--- config.mk ---
export PLATFORM = sky130hd
export DESIGN_NAME = ds_issue_stage_flat
export DESIGN_NICKNAME = d
export VERILOG_FILES = /design/src/rtl/ds_issue_stage_pkg.sv /design/src/rtl/ds_issue_stage_if.sv /design/src/rtl/ds_issue_stage_fwd_mux.sv /design/src/rtl/ds_issue_stage.sv /design/src/flat_wrapper.sv
export SDC_FILE = /design/constraint.sdc
export NUM_CORES = 1
export LEC_CHECK = 0
export CORE_AREA = 2 2 212 214
export CTS_CLUSTER_SIZE = 30
export DETAILED_ROUTE_END_ITERATION = 7
export DIE_AREA = 0 0 214 216
export GPL_ROUTABILITY_DRIVEN = 0
export RECOVER_POWER = 25
export SYNTH_ARGS = -nofsm -noshare
export SYNTH_HDL_FRONTEND = slang
export SYNTH_SLANG_ARGS = --single-unit
--- constraint.sdc ---
create_clock -name clk -period 3.3 [get_ports clk]
set_input_delay 0.825 -clock clk [delete_from_list [all_inputs] [get_ports clk]]
set_output_delay 0.825 -clock clk [all_outputs]
set_load 0.005 [all_outputs]
--- src/rtl/ds_issue_stage_pkg.sv ---
// Shared definitions for the decode/issue stage.
// Payload field map, zero register and producer indices.
package ds_issue_stage_pkg;

    localparam int PIPE_PAYLOAD_W = 128;

    localparam int PC_LSB       = 0;
    localparam int PC_W         = 32;
    localparam int IMM_LSB      = 32;
    localparam int IMM_W        = 32;
    localparam int ALU_OP_LSB   = 64;
    localparam int ALU_OP_W     = 12;
    localparam int RF_WE_BIT    = 76;
    localparam int RF_WADDR_LSB = 77;
    localparam int RF_WADDR_W   = 5;
    localparam int MEM_CTRL_LSB = 82;
    localparam int MEM_CTRL_W   = 4;

    localparam int REG_ZERO = 0;

    localparam int FWD_EXE = 0;
    localparam int FWD_MEM = 1;
    localparam int FWD_WB  = 2;

endpackage

--- src/rtl/ds_issue_stage_if.sv ---
// Pipe handshake bundle between IF, the issue stage and EXE.
// slave = issue stage side, master = its environment.
interface ds_issue_stage_if
    import ds_issue_stage_pkg::*;
#(
    parameter int PAYLOAD_W = PIPE_PAYLOAD_W,
    parameter int DATA_W    = 32,
    parameter int NUM_SRC   = 2
);
    logic                      fs_to_ds_valid;
    logic [PAYLOAD_W-1:0]      fs_payload;
    logic                      ds_allowin;
    logic                      ds_to_es_valid;
    logic [PAYLOAD_W-1:0]      ds_payload;
    logic [NUM_SRC*DATA_W-1:0] src_data;
    logic                      es_allowin;

    modport master (
        output fs_to_ds_valid, fs_payload, es_allowin,
        input  ds_allowin, ds_to_es_valid, ds_payload, src_data
    );

    modport slave (
        input  fs_to_ds_valid, fs_payload, es_allowin,
        output ds_allowin, ds_to_es_valid, ds_payload, src_data
    );
endinterface

--- src/rtl/ds_issue_stage_fwd_mux.sv ---
// Priority forwarding for one source operand.
// Youngest matching producer wins; a match without data is unresolved.
module ds_issue_stage_fwd_mux
    import ds_issue_stage_pkg::*;
#(
    parameter int DATA_W  = 32,
    parameter int ADDR_W  = 5,
    parameter int NUM_FWD = 3
) (
    input  logic                      used,
    input  logic [ADDR_W-1:0]         addr,
    input  logic [DATA_W-1:0]         rf_rdata,
    input  logic [NUM_FWD-1:0]        fwd_we,
    input  logic [NUM_FWD*ADDR_W-1:0] fwd_waddr,
    input  logic [NUM_FWD*DATA_W-1:0] fwd_wdata,
    input  logic [NUM_FWD-1:0]        fwd_data_ok,
    output logic [DATA_W-1:0]         value,
    output logic                      resolved
);

    // scan oldest to youngest so the lowest index overrides
    always_comb begin
        value    = '0;
        resolved = 1'b1;
        if (used && addr != ADDR_W'(REG_ZERO)) begin
            value = rf_rdata;
            for (int k = NUM_FWD - 1; k >= 0; k--) begin
                if (fwd_we[k] &&
                    fwd_waddr[k*ADDR_W +: ADDR_W] == addr) begin
                    value    = fwd_wdata[k*DATA_W +: DATA_W];
                    resolved = fwd_data_ok[k];
                end
            end
        end
    end

endmodule

--- src/rtl/ds_issue_stage.sv ---
// Decode/issue stage: holds one instruction, resolves operands by
// forwarding, stalls on load-use and latches operands under back-pressure.
module ds_issue_stage
    import ds_issue_stage_pkg::*;
#(
    parameter int PAYLOAD_W = PIPE_PAYLOAD_W,
    parameter int DATA_W    = 32,
    parameter int ADDR_W    = 5,
    parameter int NUM_SRC   = 2,
    parameter int NUM_FWD   = 3,
    parameter int CNT_W     = 16
) (
    input  logic                      clk,
    input  logic                      resetn,
    ds_issue_stage_if.slave           pipe,
    input  logic [NUM_SRC*ADDR_W-1:0] src_addr,
    input  logic [NUM_SRC-1:0]        src_used,
    input  logic [NUM_SRC*DATA_W-1:0] rf_rdata,
    input  logic [NUM_FWD-1:0]        fwd_we,
    input  logic [NUM_FWD*ADDR_W-1:0] fwd_waddr,
    input  logic [NUM_FWD*DATA_W-1:0] fwd_wdata,
    input  logic [NUM_FWD-1:0]        fwd_data_ok,
    input  logic                      flush,
    output logic                      hazard_stall,
    output logic [CNT_W-1:0]          stall_cnt
);

    logic                      ds_valid;
    logic [PAYLOAD_W-1:0]      payload_q;
    logic [NUM_SRC-1:0]        hold_valid;
    logic [DATA_W-1:0]         src_hold [NUM_SRC];
    logic [DATA_W-1:0]         mux_val  [NUM_SRC];
    logic [NUM_SRC-1:0]        mux_ok;
    logic [DATA_W-1:0]         res_val  [NUM_SRC];
    logic [NUM_SRC-1:0]        res_ok;
    logic [NUM_SRC*DATA_W-1:0] src_flat;
    logic                      ready_go;
    logic                      accept;
    logic                      leave;

    for (genvar i = 0; i < NUM_SRC; i++) begin : g_src
        ds_issue_stage_fwd_mux #(
            .DATA_W  (DATA_W),
            .ADDR_W  (ADDR_W),
            .NUM_FWD (NUM_FWD)
        ) u_mux (
            .used        (src_used[i]),
            .addr        (src_addr[i*ADDR_W +: ADDR_W]),
            .rf_rdata    (rf_rdata[i*DATA_W +: DATA_W]),
            .fwd_we      (fwd_we),
            .fwd_waddr   (fwd_waddr),
            .fwd_wdata   (fwd_wdata),
            .fwd_data_ok (fwd_data_ok),
            .value       (mux_val[i]),
            .resolved    (mux_ok[i])
        );
    end

    // held operands take precedence over live forwarding
    always_comb begin
        src_flat = '0;
        for (int i = 0; i < NUM_SRC; i++) begin
            res_ok[i]  = hold_valid[i] | mux_ok[i];
            res_val[i] = hold_valid[i] ? src_hold[i] : mux_val[i];
            src_flat[i*DATA_W +: DATA_W] = res_val[i];
        end
    end

    assign ready_go     = &res_ok;
    assign hazard_stall = ds_valid && !ready_go;

    assign pipe.ds_to_es_valid = ds_valid && ready_go && !flush;
    assign pipe.ds_allowin     = !ds_valid
                               || (ready_go && pipe.es_allowin)
                               || flush;
    assign pipe.ds_payload     = payload_q;
    assign pipe.src_data       = src_flat;

    assign accept = pipe.fs_to_ds_valid && pipe.ds_allowin && !flush;
    assign leave  = pipe.ds_to_es_valid && pipe.es_allowin;

    // stage occupancy: flush beats accept beats leave
    always_ff @(posedge clk or negedge resetn) begin
        if (!resetn) begin
            ds_valid <= 1'b0;
        end else if (flush) begin
            ds_valid <= 1'b0;
        end else if (accept) begin
            ds_valid <= 1'b1;
        end else if (leave) begin
            ds_valid <= 1'b0;
        end
    end

    // payload register loads only on an accepted instruction
    always_ff @(posedge clk or negedge resetn) begin
        if (!resetn) begin
            payload_q <= '0;
        end else if (accept) begin
            payload_q <= pipe.fs_payload;
        end
    end

    // freeze resolved operands while EXE back-pressures
    always_ff @(posedge clk or negedge resetn) begin
        if (!resetn) begin
            hold_valid <= '0;
            for (int i = 0; i < NUM_SRC; i++) src_hold[i] <= '0;
        end else if (flush || leave || accept) begin
            hold_valid <= '0;
        end else if (ds_valid && ready_go && !pipe.es_allowin) begin
            for (int i = 0; i < NUM_SRC; i++) begin
                if (!hold_valid[i]) begin
                    hold_valid[i] <= 1'b1;
                    src_hold[i]   <= res_val[i];
                end
            end
        end
    end

    // saturating count of data-hazard stall cycles
    always_ff @(posedge clk or negedge resetn) begin
        if (!resetn) begin
            stall_cnt <= '0;
        end else if (hazard_stall && stall_cnt != {CNT_W{1'b1}}) begin
            stall_cnt <= stall_cnt + CNT_W'(1);
        end
    end

endmodule

--- src/flat_wrapper.sv ---
// flat-port wrapper written by rule: the top's interface ports become plain ports
module ds_issue_stage_flat import ds_issue_stage_pkg::*;
#(
    parameter int PAYLOAD_W = PIPE_PAYLOAD_W,
    parameter int DATA_W    = 32,
    parameter int ADDR_W    = 5,
    parameter int NUM_SRC   = 2,
    parameter int NUM_FWD   = 3,
    parameter int CNT_W     = 16
)
  (clk, resetn, src_addr, src_used, rf_rdata, fwd_we, fwd_waddr, fwd_wdata, fwd_data_ok, flush, hazard_stall, stall_cnt, pipe_fs_to_ds_valid, pipe_fs_payload, pipe_es_allowin, pipe_ds_allowin, pipe_ds_to_es_valid, pipe_ds_payload, pipe_src_data);
  ds_issue_stage_if #(.PAYLOAD_W(PAYLOAD_W), .DATA_W(DATA_W), .NUM_SRC(NUM_SRC)) pipe_i ();
  input  logic clk;
  input  logic resetn;
  input  logic [NUM_SRC*ADDR_W-1:0] src_addr;
  input  logic [NUM_SRC-1:0] src_used;
  input  logic [NUM_SRC*DATA_W-1:0] rf_rdata;
  input  logic [NUM_FWD-1:0] fwd_we;
  input  logic [NUM_FWD*ADDR_W-1:0] fwd_waddr;
  input  logic [NUM_FWD*DATA_W-1:0] fwd_wdata;
  input  logic [NUM_FWD-1:0] fwd_data_ok;
  input  logic flush;
  output logic hazard_stall;
  output logic [CNT_W-1:0] stall_cnt;
  input wire logic [$bits(pipe_i.fs_to_ds_valid)-1:0] pipe_fs_to_ds_valid;
  input wire logic [$bits(pipe_i.fs_payload)-1:0] pipe_fs_payload;
  input wire logic [$bits(pipe_i.es_allowin)-1:0] pipe_es_allowin;
  output wire logic [$bits(pipe_i.ds_allowin)-1:0] pipe_ds_allowin;
  output wire logic [$bits(pipe_i.ds_to_es_valid)-1:0] pipe_ds_to_es_valid;
  output wire logic [$bits(pipe_i.ds_payload)-1:0] pipe_ds_payload;
  output wire logic [$bits(pipe_i.src_data)-1:0] pipe_src_data;
  assign pipe_i.fs_to_ds_valid = pipe_fs_to_ds_valid;
  assign pipe_i.fs_payload = pipe_fs_payload;
  assign pipe_i.es_allowin = pipe_es_allowin;
  assign pipe_ds_allowin = pipe_i.ds_allowin;
  assign pipe_ds_to_es_valid = pipe_i.ds_to_es_valid;
  assign pipe_ds_payload = pipe_i.ds_payload;
  assign pipe_src_data = pipe_i.src_data;
  ds_issue_stage #(.PAYLOAD_W(PAYLOAD_W), .DATA_W(DATA_W), .ADDR_W(ADDR_W), .NUM_SRC(NUM_SRC), .NUM_FWD(NUM_FWD), .CNT_W(CNT_W)) u_core (.clk(clk), .resetn(resetn), .pipe(pipe_i), .src_addr(src_addr), .src_used(src_used), .rf_rdata(rf_rdata), .fwd_we(fwd_we), .fwd_waddr(fwd_waddr), .fwd_wdata(fwd_wdata), .fwd_data_ok(fwd_data_ok), .flush(flush), .hazard_stall(hazard_stall), .stall_cnt(stall_cnt));
endmodule
==> results_dict.tcl <==
set metrics [dict create \
    yosysWarnings 0 \
    synth_top_family_by_area "multiplexers" \
    drv_slew 51 \
    finalClockSkew_ns 0.0275 \
    max_freq_ghz 0.272 \
    intPower_mw 6.72 \
    initial_utilization 0.264 \
    min_path_type "flop to flop" \
    rsz0062_at_grt "true" \
    grt-ovfl-total 0 \
    fin_crit_ns 3.68 \
    grt_pass1_wl_mm 77.2 \
    p_comb_frac 0.301 \
    synth-xor-area-share 0.0334 \
    fin_total_pwr_mw 9.19 \
    hold_viol 0 \
    final_antenna_net_count 0 \
    syn-cell-area_sq_mm 0.0116 \
    port_buffers 536 \
    cp.arrival_ns 2.85 \
    drive_above_1_share 0.425 \
    clock_latency_ns 0.55 \
    cts.reportedPaths.clkPinSlew_ns 0.06 \
    wire_per_inst_microns 21.6 \
    swShare 0.268 \
    synth-compound-area-share 0.118 \
    drc 0 \
    htree_levels 1 \
    area_growth_pct 96.1 \
    fin_crit_sh 1.11 \
    synth_flop_cell "dfrtp_1" \
    synth_simple_gate_area_frac 0.127 \
    avgSynthCellArea_sq_um 10.5 \
    drt_iter0_drc 634 \
    n_fill_cell 3814 \
    synth.ff_latch_count 210 \
    ctsHoldBuffers 0 \
    irDropWorstVdd_v 0.000326 \
    grt_antenna_before_repair 3 \
    synthMuxAreaShare 0.221 \
    grt_pass1_vias 12300 \
    failed_checks "capacitance limit, slew limit, setup timing" \
    synth_edf_count 0 \
    power_frac_seq 0.357 \
    cts_root_buf "clkbuf_16" \
    setup_viol 68 \
    p_per_area_mw_per_mm2 406 \
    grt_max_degree 51 \
    post-dp-hpwl_mm 36.7 \
    worst_slew_pin_slew_ns 2.62 \
    route.vias.total 11700 \
    cts_made_buffers 26 \
    die_area_sq_mm 0.0462 \
    die_y_microns 216 \
    cp.required_ns 2.47 \
    ys_seq_area_frac 0.455 \
    power.switching_mw 2.47 \
    cts_tree "yes" \
    worst_slack_ns -0.377 \
    die_w_microns 214 \
    async_flop_share 1.00 \
    power.share.clock 0.342 \
    path_max_fanout 4 \
    final.setup.tns_ns -15.98 \
    clk_path_buf_depth 3 \
    ios 537 \
    synth_cells 1096 \
    row_count 77 \
    wl_mm 53.9 \
    routed_via_density 4.69 \
    drt_first_pass_iters 5 \
    fin_nets 2210 \
    path_class "input pin to output pin" \
    outcome "finished with violations" \
    synthAdderAreaFrac 0.00108 \
    max_slew_margin -0.746 \
    leakagePower_nw 9.81 \
    synth_nets 1423 \
    start_kind "input pin" \
    end_kind "output pin" \
    holdWs_ns 0.479 \
    core_area_sq_mm 0.0438 \
    cts.sinks 210 \
    gr-usage-all-layers 0.219 \
    maxCapViolations 1 \
    ys_types 48 \
]
[power by group through the flow]
| stage | sequential [mW] | combinational [mW] | clock [mW] |
|---|---|---|---|
| floorplan | 3.28 | 0.851 | 0 |
| detailed placement | 3.32 | 2.40 | 0 |
| global placement | 3.30 | 2.38 | 0 |
| finish | 3.28 | 2.77 | 3.14 |
| global route | 3.32 | 2.93 | 3.34 |
| CTS | 3.28 | 2.64 | 3.23 |
[cell usage in the layout, fill, tap and decap left out, types with 14 or more instances in the layout]
master	netlist	layout
nand2_1	205	195
buf_6	1	72
mux2i_4	0	14
mux2i_1	64	30
buf_8	2	24
a21oi_2	0	35
nor2_1	40	28
o21ai_0	130	70
and2_4	0	26
mux2_4	120	120
a21oi_1	67	23
clkbuf_16	0	28
buf_2	13	66
xor2_1	28	22
clkdlybuf4s50_1	0	440
o21ai_2	0	36
buf_12	11	51
buf_4	0	164
mux2i_2	0	20
a211oi_2	0	18
dfrtp_1	210	209
[layer usage]
layer / up-vias / track usage / share of wire / wire (microns)
met1: 5674 / 0.263 / 0.40 / 21600
li1: 5390 / - / - / -
met3: 108 / 0.0545 / 0.075 / 4040
met2: 535 / 0.380 / 0.49 / 26500
met4: 2 / 0.0751 / 0.031 / 1700
met5: - / 0 / 0.00024 / 13
[critical path, stage by stage]
cell and delay [ns]:
buf_2 0.12, buf_6 0.12, xnor2_4 0.15, nand3_2 0.13, nor3_4 0.27, buf_12 0.15, buf_12 0.11, buf_8 0.10
buf_8 0.12, mux2i_4 0.25, a211oi_2 0.10, a21oi_2 0.16, nand2_1 0.10, buf_2 0.13
[per-stage QoR]
| stage | instances | setup slack, ns | area (sq um) | util |
|---|---|---|---|---|
| after detailed placement | 2286 | -1.22 | 18500 | 0.422 |
| final | 2496 | -0.377 | 22700 | 0.517 |
| after global routing | 2495 | -0.436 | 22700 | 0.517 |
| after floorplan | 1096 | 0.0451 | 11600 | - |
| after global placement | 2286 | -1.27 | 18500 | 0.422 |
| after CTS | 2461 | -0.300 | 21600 | 0.492 |
[layout make-up]
cell class,count,area [sq um],area share
clock inverter,15,231,0.0102
antenna,2,5.00,0.000221
timing repair buffer,832,8450,0.373
sequential,210,5260,0.232
inverter,2,7.51,0.000331
multi-input combinational,811,7240,0.320
tap,592,741,0.0327
clock buffer,32,723,0.0319
[cells in the mapped netlist (10+ instances only)]
cell type / n / area share
buf_12: 11 / 0.019
a21oi_1: 67 / 0.029
dfrtp_1: 210 / 0.45
mux2_4: 120 / 0.16
mux2i_1: 64 / 0.055
a211oi_1: 33 / 0.021
nand2_1: 205 / 0.067
o21ai_0: 130 / 0.056
and2_1: 33 / 0.018
buf_2: 13 / 0.0056
xor2_1: 28 / 0.021
nor2_1: 40 / 0.013
clkbuf_1: 44 / 0.014
mux2_2: 10 / 0.0097
xnor2_1: 16 / 0.012
[cell families (layout without fill, tap and decap cells)]
kind of cell / after synthesis / in the layout
and+or+nand+nor: 331 / 332
AOI/OAI and AO/OA: 240 / 240
DFF: 210 / 210
muxes: 194 / 194
buffers and inverters: 76 / 881
xor gates and xnor gates: 44 / 44
adders and majority gates: 1 / 1
other: 0 / 2
[timing repair]
item	CTS	global route
resized for setup	685	208
endpoints found under the setup margin	195	69
buffers inserted	122	47
pin swaps	152	117
hold endpoints to repair	0	0
gates cloned	16	3
[flip-flops by register name, summed over array words and instances, names as in the netlist]
register                flops
u_core.ds_valid             1
u_core.hold_valid           1
u_core.pipe.ds_payload    128
u_core.src_hold            64
u_core.stall_cnt           16
[final timing paths]
path                                           start                    endpoint  slack [ns]  depth (start not counted)
max in group asynchronous                     resetn  u_core.pipe.ds_payload[32]        0.22                          3
worst max register to register  u_core.hold_valid[0]         u_core.src_hold[58]       -0.03                         20
worst max-delay path                   fwd_waddr[10]           pipe_src_data[25]       -0.38                         14
worst min-delay path             u_core.src_hold[38]         u_core.src_hold[38]        0.48                          2
min in group asynchronous                     resetn  u_core.pipe.ds_payload[75]        1.30                          1
worst min register to register   u_core.src_hold[38]         u_core.src_hold[38]        0.48                          2
Power figures use the tool's default switching activity.
